### src/rtl/inst_fetch.sv
// inst_fetch: instruction prefetch buffer between the CPU fetch port and
// instruction memory. A small FIFO of {addr, data} words is kept ahead of
// pc_in. At most one memory read is outstanding. Buffer entry 0 is the head.
//
// Memory handshake: mem_req/mem_addr are raised by this block and held
// stable until the edge where mem_req=1 and mem_ack=1 are both sampled.
// That edge completes the transfer, and mem_rdata is valid only in that
// cycle. mem_ack while mem_req=0 is ignored. A new request may follow in
// the very next cycle.
//
// fsm_state exposes the request FSM: 0=IDLE, 1=BUSY, 2=DROP.
module inst_fetch #(
    parameter int DEPTH = 2
) (
    input  logic        clock,
    input  logic        reset,
    input  logic [31:0] pc_in,
    output logic [31:0] instruction,
    output logic        inst_valid,
    output logic        misalign,
    output logic        mem_req,
    output logic [31:0] mem_addr,
    input  logic        mem_ack,
    input  logic [31:0] mem_rdata,
    output logic [1:0]  fsm_state
);
    localparam int CW = $clog2(DEPTH + 1);
    localparam logic [CW-1:0] FULL = CW'(DEPTH);
    localparam logic [31:0] NOP_WORD = 32'h00000013;

    localparam logic [1:0] ST_IDLE = 2'd0;
    localparam logic [1:0] ST_BUSY = 2'd1;
    localparam logic [1:0] ST_DROP = 2'd2;

    logic [1:0]    state, state_nxt;
    logic [31:0]   req_addr, req_addr_nxt;
    logic [CW-1:0] cnt, cnt_pop, cnt_nxt, pop, hit_idx;
    logic [31:0]   buf_addr [DEPTH];
    logic [31:0]   buf_data [DEPTH];
    logic [31:0]   nxt_addr [DEPTH];
    logic [31:0]   nxt_data [DEPTH];
    logic          hit, busy_match, bypass, redirect, flush, fill, complete;
    logic [31:0]   hit_data, last_addr;

    assign misalign   = |pc_in[1:0];
    assign complete   = (state != ST_IDLE) && mem_ack;
    assign busy_match = (state == ST_BUSY) && (req_addr == pc_in);
    // The returning word for pc_in is handed straight to the CPU.
    assign bypass     = !misalign && !hit && busy_match && mem_ack;
    // Nothing buffered or in flight serves pc_in: the stream is abandoned.
    assign redirect   = !misalign && !hit && !busy_match;
    assign flush      = misalign || redirect;
    assign fill       = (state == ST_BUSY) && mem_ack && !flush;
    // A bypass behaves like a hit on the word being filled, so every older
    // entry is stale and popped.
    assign pop        = hit ? hit_idx : (bypass ? cnt : '0);
    assign cnt_pop    = cnt - pop;
    assign cnt_nxt    = flush ? '0 : (cnt_pop + {{(CW-1){1'b0}}, fill});

    assign inst_valid  = hit || bypass;
    assign instruction = hit ? hit_data : (bypass ? mem_rdata : NOP_WORD);
    assign mem_req     = (state != ST_IDLE);
    assign mem_addr    = req_addr;
    assign fsm_state   = state;

    // Lookup of pc_in in the valid entries (lowest index wins) and the tail address.
    always_comb begin
        hit       = 1'b0;
        hit_idx   = '0;
        hit_data  = NOP_WORD;
        last_addr = buf_addr[0];
        for (int i = DEPTH - 1; i >= 0; i--) begin
            if (CW'(i) < cnt && buf_addr[i] == pc_in && !misalign) begin
                hit      = 1'b1;
                hit_idx  = CW'(i);
                hit_data = buf_data[i];
            end
            if (CW'(i + 1) == cnt) begin
                last_addr = buf_addr[i];
            end
        end
    end

    // Next buffer contents: shift out popped entries, then append the fill word.
    always_comb begin
        for (int i = 0; i < DEPTH; i++) begin
            nxt_addr[i] = buf_addr[i];
            nxt_data[i] = buf_data[i];
            for (int j = 0; j < DEPTH; j++) begin
                if (j == i + int'(pop)) begin
                    nxt_addr[i] = buf_addr[j];
                    nxt_data[i] = buf_data[j];
                end
            end
            if (fill && CW'(i) == cnt_pop) begin
                nxt_addr[i] = req_addr;
                nxt_data[i] = mem_rdata;
            end
        end
    end

    // Request FSM: redirect, drop and sequential prefetch decisions.
    always_comb begin
        state_nxt    = state;
        req_addr_nxt = req_addr;
        if (misalign) begin
            // No new fetch; an in-flight read finishes and is thrown away.
            if (complete) begin
                state_nxt = ST_IDLE;
            end
        end else if (redirect) begin
            if (state == ST_IDLE || complete) begin
                state_nxt    = ST_BUSY;
                req_addr_nxt = pc_in;
            end else begin
                state_nxt = ST_DROP;
            end
        end else if (state == ST_IDLE) begin
            // Hit while idle: top up the buffer behind the last entry.
            if (cnt_pop < FULL) begin
                state_nxt    = ST_BUSY;
                req_addr_nxt = last_addr + 32'd4;
            end
        end else if (complete) begin
            // BUSY completion that is kept: chain the next sequential word.
            if (cnt_nxt < FULL) begin
                state_nxt    = ST_BUSY;
                req_addr_nxt = req_addr + 32'd4;
            end else begin
                state_nxt = ST_IDLE;
            end
        end
    end

    // FSM and request address registers.
    always_ff @(posedge clock or negedge reset) begin
        if (!reset) begin
            state    <= ST_IDLE;
            req_addr <= '0;
        end else begin
            state    <= state_nxt;
            req_addr <= req_addr_nxt;
        end
    end

    // Buffer storage and occupancy count.
    always_ff @(posedge clock or negedge reset) begin
        if (!reset) begin
            cnt <= '0;
            for (int i = 0; i < DEPTH; i++) begin
                buf_addr[i] <= '0;
                buf_data[i] <= '0;
            end
        end else begin
            cnt <= cnt_nxt;
            for (int i = 0; i < DEPTH; i++) begin
                buf_addr[i] <= nxt_addr[i];
                buf_data[i] <= nxt_data[i];
            end
        end
    end

endmodule

### config.mk
export PLATFORM = sky130hd
export DESIGN_NAME = inst_fetch
export DESIGN_NICKNAME = d
export VERILOG_FILES = /design/src/rtl/inst_fetch.sv
export SDC_FILE = /design/constraint.sdc
export NUM_CORES = 1
export LEC_CHECK = 0
export ABC_AREA = 1
export BUFFER_PORTS_ARGS = -buffer_cell sky130_fd_sc_hd__buf_2
export CAP_MARGIN = 5
export CORE_ASPECT_RATIO = 0.5
export CORE_MARGIN = 1.5
export CORE_UTILIZATION = 40
export CTS_CLUSTER_SIZE = 12
export DETAILED_ROUTE_END_ITERATION = 8
export PLACE_DENSITY = 0.59
export SYNTH_ARGS = -nofsm -noshare
export SYNTH_HDL_FRONTEND = slang
export SYNTH_SLANG_ARGS = --single-unit
### constraint.sdc
create_clock -name clock -period 3.1 [get_ports clock]
set_input_delay 0.62 -clock clock [delete_from_list [all_inputs] [get_ports clock]]
set_output_delay 0.62 -clock clock [all_outputs]
set_load 0.05 [all_outputs]
==> qor.yml <==
status:
  run_status: "finished with violations"
  violations: "negative setup slack"
power_and_ir_drop:
  power_density_nw_per_um2: 471.7
  clock_power_share_pct: 29.3
  power_switching_mw: 3.086
  p_comb_share_pct: 38.1
  power_switching_share_pct: 41.19
  vdd_drop_max_mv: 0.4353
  p_int_mw: 4.406
  p_leak_nw: 7.574
  p_seq_share_pct: 32.6
worst_setup_path:
  worst-path-max-fanout: 8
  critPathKind: "reg -> out"
  slowest_delay_ps: 400
  cp_cell_sequence: "xor2_1, nor2_2, nand2_2, nor2_2, nand3_2, nor2_4, buf_6, nor2_4, buf_6, inv_8, buf_12, buf_12, nand2_2, o21ai_2, buf_6"
  crit_arrival_ps: 2640
  path_common_cell: "buf_6"
  crit_slowest_cell: "dfrtp_1"
  start_kind: "flip-flop"
  worstPathRequired_ps: 2480
  cp-end-kind: "primary output"
global_routing:
  grt_use_met3_pct: 4.804
  grt_pass1_wl_um: 65330
  use_met2_pct: 45.59
  grt_antenna_before_repair: 2
  grt_overflow: 0
  grt_pass1_vias: 11450
  grt_usage_pct: 29.50
  met1_usage_pct: 42.38
  gr-max-usage-layer: "met2"
  grt_max_degree: 55
die:
  core_um2: 27710
  design.die.area_um2: 29240
  rows: 43
  ios: 136
  initial_utilization_pct: 40.66
  die_x_um: 240.3
  die_h_um: 121.7
cts:
  cts-htree-levels: 4
  clock_sink_count: 164
  cts_buffer_depth: 2
  hold_buffers: 0
  clockRootBuffer: "clkbuf_16"
  cts_tree: "yes"
  numCtsBuffers: 17
  clk_latency_ps: 470
  path_clk_slew_ps: 70
synth:
  synth-edff-count: 0
  ys.flop_type: "dfrtp_1"
  yosys_warnings: 0
  synth.distinct_cells: 35
  synthCells: 1738
  ys_top_cells_by_count: "605 x nand2_1, 190 x inv_1, 174 x nor2_1"
  synth_area_um2: 11270
  async_reset_ff_share_pct: 100.0
  synth_nets: 1808
  seq_area_frac_synth_pct: 36.43
  yosysTopAreaCellShare_pct: 36.43
  ys_seq_elements: 164
  yosysTopAreaCell: "dfrtp_1"
  synth_most_common_cell: "nand2_1"
  syn_area_per_cell_um2: 6.482
  synthTopCellsByArea: "dfrtp_1 36%, nand2_1 20%, o21ai_0 6.6%"
sta:
  rsz0062_at_grt: "yes"
  fmax_ghz: 0.3068
  fin_crit_sh_pct: 105.2
  finalWorstSetupSlack_ps: -159.9
  slew_headroom_pct: 48.73
  report.final.slew_viol_count: 0
  fin_skew_ps: 11.43
  setup_viol: 70
  finalHoldViolCount: 0
  setup_tns_ps: -6331
  fin_crit_ps: 3260
  worst_pin_slew_ps: 761.0
place:
  gp_congestion: 1.016
  placed_area_um2: 13820
  hpwl_um: 29840
  numPortBuffers: 135
worst_hold_path:
  hold_path.class: "in -> async"
drt:
  routedWlPerCell_um: 17.91
  drtIter0Drc: 1182
  firstDrtPassIters: 5
  post-route-drc-count: 0
  vias_per_cell: 5.192
  finalWirelength_um: 43420
  dr_total_vias: 12590
  drtAntennaViolNets: 0
flow_run:
  max_cap_violations: 0
cells_and_area:
  synthToLayoutAreaGrowth_pct: 40.98
  stdcell_area_um2: 15880
  drive_gt1_share_pct: 29.20
  layout.nets: 2098
==> what timing repair did <==
action,CTS,global route
cloned,4,10
buffers inserted,10,18
endpoints found under the setup margin,159,194
pin swaps,15,45
gates resized for setup,162,137
==> worst max-delay path: cells and delay by family (launching register included) <==
kind	cells	cell delay [ps]
xor gates and xnor gates	1	160
DFF	1	400
AOI/OAI and AO/OA	1	70
buffers and inverters	6	760
and+or+nand+nor	7	800
==> layout by cell type (no fill, tap or decap), types with 32 or more instances in the layout <==
cell and instances:
buf_12 32, buf_2 98, nand2_1 554, nand4_1 34, dfrtp_1 141, nand2_2 43
buf_6 42, o21ai_1 56, nand3_1 72, inv_1 177, o211ai_1 55, o21ai_0 97
buf_4 167, nor2_1 147
==> flip-flops by register name, summed over array words and instances (netlist names) <==
register and count:
buf_addr 64, buf_data 64, cnt 2, fsm_state 2, mem_addr 32
==> layout make-up <==
cell class,count,area (um^2)
Tap cell,382,478.0
Fill cell,2688,11830
Antenna cell,1,2.502
Sequential cell,164,4133
Timing Repair Buffer,356,3223
Clock inverter,12,116.4
Multi-Input combinational cell,1280,6681
Inverter,209,792.0
Clock buffer,20,456.7
==> kinds of logic (layout without fill, tap and decap cells) <==
logic type,after synthesis,count (layout),synth area share [%]
XOR/XNOR,48,48,3.732
AND/OR/NAND/NOR,938,938,34.22
adder cells (fa/ha/maj),3,3,0.3332
buffers and inverters,294,597,10.22
other,0,1,0
AO/OA/AOI/OAI,291,291,15.07
flip-flops,164,164,36.43
==> worst paths after layout <==
kind                       slack [ps]  cells after the start                      from                  endpoint
setup / recovery                 -160                     15  buf_addr[17]$_DFFE_PN0P_           instruction[17]
hold / removal                    100                      1                     reset  buf_addr[48]$_DFFE_PN0P_
setup reg to reg                 -120                     22  buf_addr[17]$_DFFE_PN0P_  mem_addr[29]$_DFFE_PN0P_
hold reg to reg                   480                      2  buf_data[20]$_DFFE_PN0P_  buf_data[20]$_DFFE_PN0P_
max in group asynchronous        2220                      2                     reset  buf_data[28]$_DFFE_PN0P_
min in group clock                450                      3             mem_rdata[29]  buf_data[29]$_DFFE_PN0P_
==> through the flow <==
step / worst slack [ps] / util, % / hold slack, ps / std cells / power [mW]
floorplan: 19.06 / - / 324.4 / 1738 / 4.017
global placement: -481.6 / 49.88 / 466.1 / 2350 / 5.155
detailed placement: -539.4 / 49.88 / 472.4 / 2350 / 5.152
CTS: -145.2 / 54.45 / 137.0 / 2396 / 7.349
global route: -254.8 / 57.32 / 152.9 / 2424 / 7.829
finish: -159.9 / 57.32 / 103.8 / 2424 / 7.492
==> power by group through the flow <==
stage                     Combinational, mW  Clock (mW)  Sequential [mW]
after floorplan                        1.05           0             2.97
after CTS                              2.70        2.20             2.44
final                                  2.86        2.20             2.44
after global placement                 2.68           0             2.48
after detailed placement               2.67           0             2.48
after global routing                   3.08        2.29             2.46
==> per-layer routing <==
| layer | share of wire (%) | up-vias |
|---|---|---|
| met3 | 7.9 | 55 |
| met1 | 46 | 5903 |
| met5 | 0.030 | - |
| met4 | 1.7 | 2 |
| li1 | - | 6131 |
| met2 | 45 | 494 |
Power figures use the tool's default switching activity.
